==> src/rtl/proto_field_sequencer.sv <==
// Byte-serial protobuf decode controller: parses single-byte keys, sequences varint / fixed64 /
// length-delimited fields and tracks nested embedded messages on a stack of end offsets.
module proto_field_sequencer #(
    parameter int MAX_DEPTH = 4,
    parameter int LEN_W     = 16
) (
    input  logic        clk,
    input  logic        rst,
    input  logic        s_valid,
    output logic        s_ready,
    input  logic [7:0]  s_data,
    input  logic        s_last,
    output logic [3:0]  lkp_field_num,
    input  logic        lkp_embedded,
    output logic        fld_valid,
    output logic [3:0]  fld_num,
    output logic [2:0]  fld_wtype,
    output logic [63:0] fld_value,
    output logic        pay_valid,
    output logic [7:0]  pay_data,
    output logic        pay_last,
    output logic        msg_start,
    output logic        msg_end,
    output logic [2:0]  depth,
    output logic        err
);
    localparam int SW = (MAX_DEPTH > 1) ? $clog2(MAX_DEPTH) : 1;

    typedef enum logic [2:0] {KEY, VARINT, FIX64, LEN, PAYLOAD, POP, ERROR} state_t;

    state_t           state;
    logic [LEN_W-1:0] cnt;
    logic [LEN_W-1:0] rem;
    logic [LEN_W-1:0] len_acc;
    logic [LEN_W-1:0] stack [MAX_DEPTH];
    logic [63:0]      acc;
    logic [3:0]       idx;
    logic [3:0]       fnum;
    logic             flush;

    logic             fire;
    logic [LEN_W-1:0] cnt_inc;
    logic [LEN_W-1:0] top_end;
    logic [LEN_W-1:0] next_end;
    logic [LEN_W-1:0] len_next;
    logic [LEN_W-1:0] room;
    logic [2:0]       d_m1;
    logic [SW-1:0]    d_m2;
    logic [6:0]       shamt;
    logic [63:0]      vshift;
    logic [63:0]      fshift;
    logic [63:0]      acc_v;
    logic [63:0]      acc_f;
    logic [127:0]     lshift;
    logic             len_final;
    logic             len_over;
    logic             push;
    logic             push_err;
    logic             field_end;
    logic             bottom_hit;
    logic             last_ok;
    logic             straddle;
    logic             byte_err;
    logic             pop_now;
    logic             to_pop;
    state_t           next_b;

    assign lkp_field_num = fnum;

    always_comb begin
        fire     = s_valid && s_ready;
        cnt_inc  = cnt + 1'b1;
        d_m1     = depth - 3'd1;
        d_m2     = SW'(depth - 3'd2);
        top_end  = stack[d_m1[SW-1:0]];
        shamt    = {3'd0, idx} * 7'd7;
        vshift   = {57'd0, s_data[6:0]} << shamt;
        lshift   = {121'd0, s_data[6:0]} << shamt;
        fshift   = {56'd0, s_data} << {idx[2:0], 3'b000};
        acc_v    = acc | vshift;
        acc_f    = acc | fshift;
        len_next = len_acc | lshift[LEN_W-1:0];
        len_over = (|lshift[127:LEN_W]) || (idx == 4'd10);
        len_final = !s_data[7];
        next_end = cnt_inc + len_next;
        room     = top_end - cnt_inc;
        push     = (state == LEN) && len_final && lkp_embedded;
        // A child message may not extend past the end of the message that contains it.
        push_err = push && ((depth == 3'(MAX_DEPTH)) ||
                            ((depth != 3'd0) && (len_next > room)));

        field_end = 1'b0;
        byte_err  = 1'b0;
        case (state)
            KEY: begin
                byte_err = s_data[7] || (s_data[2:0] > 3'd2);
            end
            VARINT: begin
                field_end = !s_data[7] && (idx != 4'd10);
                byte_err  = (idx == 4'd10);
            end
            FIX64: begin
                field_end = (idx == 4'd7);
            end
            LEN: begin
                field_end = len_final && !len_over && (lkp_embedded || (len_next == '0));
                byte_err  = len_over || push_err;
            end
            PAYLOAD: begin
                field_end = (rem == LEN_W'(1));
            end
            default: begin
                field_end = 1'b0;
                byte_err  = 1'b0;
            end
        endcase

        // Levels are nested, so every open level closes here iff the outermost one does.
        bottom_hit = (depth == 3'd0) || (stack[0] == cnt_inc);
        last_ok    = field_end && (push ? ((len_next == '0) && bottom_hit) : bottom_hit);
        straddle   = (depth != 3'd0) && (cnt_inc == top_end) && !field_end;
        byte_err   = byte_err || straddle || (s_last && !last_ok);
        pop_now    = field_end && (push ? (len_next == '0)
                                        : ((depth != 3'd0) && (top_end == cnt_inc)));
        to_pop     = field_end && (pop_now || (s_last && (push || (depth != 3'd0))));
        next_b     = to_pop ? POP : KEY;
    end

    always_ff @(posedge clk or posedge rst) begin
        if (rst) begin
            state     <= KEY;
            s_ready   <= 1'b0;
            cnt       <= '0;
            rem       <= '0;
            len_acc   <= '0;
            acc       <= '0;
            idx       <= '0;
            fnum      <= '0;
            flush     <= 1'b0;
            fld_valid <= 1'b0;
            fld_num   <= '0;
            fld_wtype <= '0;
            fld_value <= '0;
            pay_valid <= 1'b0;
            pay_data  <= '0;
            pay_last  <= 1'b0;
            msg_start <= 1'b0;
            msg_end   <= 1'b0;
            depth     <= '0;
            err       <= 1'b0;
            for (int i = 0; i < MAX_DEPTH; i++) stack[i] <= '0;
        end else begin
            fld_valid <= 1'b0;
            pay_valid <= 1'b0;
            pay_last  <= 1'b0;
            msg_start <= 1'b0;
            msg_end   <= 1'b0;
            case (state)
                ERROR: begin
                    s_ready <= 1'b0;
                end
                POP: begin
                    msg_end <= 1'b1;
                    depth   <= d_m1;
                    if (!((depth > 3'd1) && (flush || (stack[d_m2] == cnt)))) begin
                        state   <= KEY;
                        s_ready <= 1'b1;
                        flush   <= 1'b0;
                    end
                end
                default: begin
                    s_ready <= 1'b1;
                    if (fire && byte_err) begin
                        state   <= ERROR;
                        s_ready <= 1'b0;
                        err     <= 1'b1;
                    end else if (fire) begin
                        cnt <= s_last ? '0 : cnt_inc;
                        if (to_pop) begin
                            s_ready <= 1'b0;
                            flush   <= s_last;
                        end
                        case (state)
                            KEY: begin
                                fnum    <= s_data[6:3];
                                idx     <= '0;
                                acc     <= '0;
                                len_acc <= '0;
                                case (s_data[2:0])
                                    3'd0:    state <= VARINT;
                                    3'd1:    state <= FIX64;
                                    default: state <= LEN;
                                endcase
                            end
                            VARINT: begin
                                acc <= acc_v;
                                idx <= idx + 4'd1;
                                if (field_end) begin
                                    fld_valid <= 1'b1;
                                    fld_num   <= fnum;
                                    fld_wtype <= 3'd0;
                                    fld_value <= acc_v;
                                    state     <= next_b;
                                end
                            end
                            FIX64: begin
                                acc <= acc_f;
                                idx <= idx + 4'd1;
                                if (field_end) begin
                                    fld_valid <= 1'b1;
                                    fld_num   <= fnum;
                                    fld_wtype <= 3'd1;
                                    fld_value <= acc_f;
                                    state     <= next_b;
                                end
                            end
                            LEN: begin
                                len_acc <= len_next;
                                idx     <= idx + 4'd1;
                                if (len_final) begin
                                    if (lkp_embedded) begin
                                        stack[depth[SW-1:0]] <= next_end;
                                        depth     <= depth + 3'd1;
                                        msg_start <= 1'b1;
                                        state     <= next_b;
                                    end else begin
                                        fld_valid <= 1'b1;
                                        fld_num   <= fnum;
                                        fld_wtype <= 3'd2;
                                        fld_value <= 64'(len_next);
                                        rem       <= len_next;
                                        state     <= (len_next == '0) ? next_b : PAYLOAD;
                                    end
                                end
                            end
                            PAYLOAD: begin
                                pay_valid <= 1'b1;
                                pay_data  <= s_data;
                                rem       <= rem - 1'b1;
                                if (field_end) begin
                                    pay_last <= 1'b1;
                                    state    <= next_b;
                                end
                            end
                            default: begin
                                state <= state;
                            end
                        endcase
                    end
                end
            endcase
        end
    end

endmodule
==> config.mk <==
export PLATFORM = sky130hd
export DESIGN_NAME = proto_field_sequencer
export DESIGN_NICKNAME = d
export VERILOG_FILES = /design/src/rtl/proto_field_sequencer.sv
export SDC_FILE = /design/constraint.sdc
export NUM_CORES = 1
export LEC_CHECK = 0
export ABC_CLOCK_PERIOD_IN_PS = 24300
export CAP_MARGIN = 20
export CORE_ASPECT_RATIO = 1.75
export CORE_MARGIN = 2
export CORE_UTILIZATION = 30
export DETAILED_ROUTE_END_ITERATION = 10
export PLACE_DENSITY_LB_ADDON = 0.08
export SKIP_LAST_GASP = 1
export SYNTH_ARGS = -nofsm -noshare
export SYNTH_HDL_FRONTEND = slang
export SYNTH_SLANG_ARGS = --single-unit
==> constraint.sdc <==
create_clock -name clk -period 24.3 [get_ports clk]
set_clock_uncertainty 0.15 [all_clocks]
set_input_delay 7.29 -clock clk [delete_from_list [all_inputs] [get_ports clk]]
set_output_delay 7.29 -clock clk [all_outputs]
set_load 0.01 [all_outputs]
==> implementation parameters <==
Parameter                              Value

GRT
  Pin count of the biggest net entering global routing ... 99
  Vias in the first global route ... 15900
  Total gr overflow ... 0
  Wire length of the first global-routing pass ... 103000 um
  Initial antenna violation count ... 1
  Total global-route track usage ... between 20% and 30%

STA
  Unrepaired setup endpoints after global routing ... no
  Count of final hold-check violations ... 0
  Final Max Tran Viols ... 0
  Final setup vio count ... 0
  Min Tclk post-route ... 12.68 ns
  Worst Tran Pin Value ... 1.16 ns
  Setup slack after layout ... 11.62 ns
  Post-route setup TNS ... 0 ns
  Post-route fraction of the period consumed by the critical path ... 52.2%
  Max Clock Freq ... approximately 80 MHz
  Final-layout worst hold slack ... about 0.34 ns
  Normalized max-slew margin ... about 22%

Clock tree
  Setup Buffers After CTS ... 0
  H-tree levels ... 1
  Clock root buffer ... sky130_fd_sc_hd__clkbuf_16
  CTS tree ... done
  Clock Pin Slew Worst Setup and Hold Paths ... ~0.07 ns
  CTS max path bufs ... 3
  Total number of clock tree sinks ... 276
  CTS Buf Count ... 31
  Count of instances resized after the clock tree is built ... 0
  Clock latency on the worst-skew pair ... 0.60 ns
  Number of hold buffers added after CTS ... 0

Pwr
  Sequential power share ... 30.2%
  Net Switching ... 0.848 mW
  Int Power ... roughly 1.1 mW
  Switching power share of the total ... 43.1%
  Maximum ir drop on the vdd rail ... approximately 0.055 mV
  Portion of total power attributed to the clock network ... 25.8%
  Total Power Consumption ... 1.97 mW
  Leakage component of the power ... 8.96 nW
  Combinational fraction of design power ... 44.0%
  Power per standard cell area ... approximately 96 nW/um^2

Routing
  TritonRoute pass-1 iters ... 7
  Number of design-rule violations left by the first detailed-router iteration ... roughly 1300
  Routed wire length ... slightly below 70000 um
  Routed Antenna Nets ... 0
  Average via count per standard cell ... 5.63
  Via count ... about 16000
  Routed length per instance ... 25.0 um
  DRC violation count after routing ... 0

Setup path
  Worst path slowest cell ... sky130_fd_sc_hd__buf_4
  Worst reg2reg endpoint ... fld_value[11]
  Setup slack on the worst flop-to-flop path ... between 15 and 20 ns
  R2r startpoint ... depth[0]
  Most frequent cell on the critical path ... sky130_fd_sc_hd__a21o_1
  Critical Path AT ... between 10 and 15 ns
  Worst EP required ... 24.63 ns
  Crit Path Category ... in -> reg
  FF-to-FF path depth ... 26
  Kind of end point of the critical path ... flop
  Largest incremental delay on the critical path ... 0.77 ns
  Sequence of cells on the critical path ... clkdlybuf4s50_1 > buf_4 > a21oi_1 > inv_1 > ha_1 > a21o_1 > a21o_1 > o311ai_0 > a311o_1 > a21o_1 > nand4_1 > nor4_4 > buf_4 > nand2_4 > mux2_1
  Maximum fanout count along the critical path ... 73
  Startpoint types ... primary input

Die
  Core region area ... 58000 um^2
  DIE HEIGHT ... 324 um
  I/O pin count ... roughly 110
  Horizontal extent of the die ... 187 um
  Site row count ... roughly 120
  Effective utilization at floorplan ... a little under a third
  Area of the die ... 60400 um^2

Logic synthesis
  EDFF count, synth ... 0
  Cell accounting for the most synthesized area ... sky130_fd_sc_hd__dfrtp_1
  Fraction of registers with async set or reset after synthesis ... 100%
  Most common flop cell mapped by yosys ... sky130_fd_sc_hd__dfrtp_1
  Total nets after synthesis ... 1988
  Count of mapped cells out of synthesis ... 1928
  Main area contributors after synthesis ... sky130_fd_sc_hd__dfrtp_1 (39%), sky130_fd_sc_hd__mux2_2 (6.9%), sky130_fd_sc_hd__o21ai_0 (5.2%), sky130_fd_sc_hd__nand2_1 (4.7%), sky130_fd_sc_hd__a21oi_1 (4.5%)
  Yosys Warn Count ... 0
  Netlist area before placement ... about 18000 um^2
  Synth top area share ... 39.4%
  Average size of a mapped cell ... 9.08 um^2
  Sequential element share of the synthesized area ... 39.4%
  Number of distinct library cell variants in the gate-level netlist after synthesis ... 77
  Flop and latch count out of synthesis ... about 280

Placed design
  Count of buffers from port buffering ... 104
  GPL Wtd Cong ... between 0.8 and 0.9
  HPWL after DPL ... around 50000 um
  Placed cell count ... ~2700
  Placed instance area ... just under 20000 um^2
  Worst slack at placement ... 11.05 ns

Final layout
  Total of fill cells in the finished design ... 6007
  Total area of sequential cells ... 6910 um^2
  Top library cells by usage in the layout, fill and taps aside ... sky130_fd_sc_hd__dfrtp_1 (275), sky130_fd_sc_hd__nand2_1 (217), sky130_fd_sc_hd__o21ai_0 (181), sky130_fd_sc_hd__a21oi_1 (157), sky130_fd_sc_hd__nor2_1 (142)
  Proportion of layout cells with a drive suffix above 1 ... 13.4%
  Final net count ... 2035
  Number of non-filler instances in the completed layout ... roughly 2800
  Area of combinational cells with multiple inputs ... approximately 9900 um^2
  Most common cell after layout, fill and taps aside ... sky130_fd_sc_hd__dfrtp_1
  Share of the core filled with cells ... 35.3%
  Layout Cell Area excl Fill ... 20500 um^2
  P&R area growth vs syn ... 16.9%

Worst hold path
  Number of cells on the worst hold path ... 2
  Startpoint of the most critical hold path ... acc[3]
  Hold Path End ... acc[3]
  Class of the worst hold path ... reg -> reg

Run
  Max-cap viol count ... 0

Status
  Run status ... complete, no violations
==> logic make-up after synthesis <==
logic type | count (synthesis) | share of synthesized area (%)
multiplexers | 146 | 11.4
AND/OR/NAND/NOR | 565 | 14.9
flip-flops | 276 | 39.4
other | 1 | 0.0214
buffers and inverters | 195 | 4.27
AO/OA/AOI/OAI | 601 | 21.1
XOR/XNOR | 92 | 5.16
adder cells (fa/ha/maj) | 52 | 3.73
==> worst max-delay path, delay by kind of cell <==
kind                       cells  cell delay, ns
AOI/OAI and AO/OA              6            1.81
muxes                          1            0.56
and+or+nand+nor                3            1.17
buffers and inverters          4            1.67
adders and majority gates      1            0.37
==> layer usage <==
layer,track usage (%),vias up,share of wire (%)
met5,0,-,0
met4,11.6,0,5.4
met3,2.14,156,3.8
met2,45.2,501,56
met1,22.8,7825,35
li1,-,7120,-
==> worst max-delay path by stage <==
| stage | cells after the start | start | to |
|---|---|---|---|
| after floorplan | 1 | rst | acc[0] |
| after global placement | 15 | s_data[6] | fld_value[11] |
| after detailed placement | 16 | s_data[1] | fld_value[10] |
| after CTS | 16 | s_data[1] | fld_value[10] |
| after global routing | 15 | s_data[6] | fld_value[11] |
| final | 15 | s_data[6] | fld_value[11] |
==> layout make-up <==
| type | count | share of cell area [%] |
|---|---|---|
| well taps | 773 | 4.73 |
| clock buffers | 43 | 4.45 |
| flip-flops and latches | 276 | 33.7 |
| repair buffers | 154 | 6.91 |
| diodes | 1 | 0.0122 |
| clock inverters | 12 | 0.740 |
| multi-input cells | 1457 | 48.4 |
| inverters | 55 | 1.05 |
==> power groups by stage <==
stage / registers (mW) / logic [mW] / clock network (mW)
after floorplan: 0.580 / 0.545 / 0
after global placement: 0.600 / 0.865 / 0
after detailed placement: 0.602 / 0.870 / 0
after CTS: 0.594 / 0.872 / 0.525
after global routing: 0.603 / 0.932 / 0.539
final: 0.593 / 0.866 / 0.507
==> flip-flops by register name, indices dropped and copies added (netlist names) <==
signal / cells
acc: 64
cnt: 16
depth: 3
err: 1
fld_num: 4
fld_valid: 1
fld_value: 64
fld_wtype: 2
flush: 1
idx: 4
len_acc: 16
lkp_field_num: 4
msg_end: 1
msg_start: 1
pay_data: 8
pay_last: 1
pay_valid: 1
rem: 16
s_ready: 1
stack: 64
state: 3
==> synth_stat cells, types with 14 or more instances <==
master and n:
sky130_fd_sc_hd__buf_1 17, sky130_fd_sc_hd__a31oi_1 66, sky130_fd_sc_hd__o211ai_1 14, sky130_fd_sc_hd__xor2_1 20, sky130_fd_sc_hd__o31ai_1 22, sky130_fd_sc_hd__inv_1 52, sky130_fd_sc_hd__mux2_2 107, sky130_fd_sc_hd__nor3_1 32
sky130_fd_sc_hd__dfrtp_1 276, sky130_fd_sc_hd__a21o_1 37, sky130_fd_sc_hd__nand4_1 17, sky130_fd_sc_hd__nor4_1 17, sky130_fd_sc_hd__ha_1 45, sky130_fd_sc_hd__o21ai_0 181, sky130_fd_sc_hd__xnor2_1 65, sky130_fd_sc_hd__nand2_1 217
sky130_fd_sc_hd__a21oi_1 157, sky130_fd_sc_hd__clkbuf_1 112, sky130_fd_sc_hd__mux4_2 32, sky130_fd_sc_hd__nand2b_1 15, sky130_fd_sc_hd__nand3_1 36, sky130_fd_sc_hd__nor2_1 146, sky130_fd_sc_hd__a2bb2oi_1 19, sky130_fd_sc_hd__and3_1 24
(Power assumes the default switching activity.)
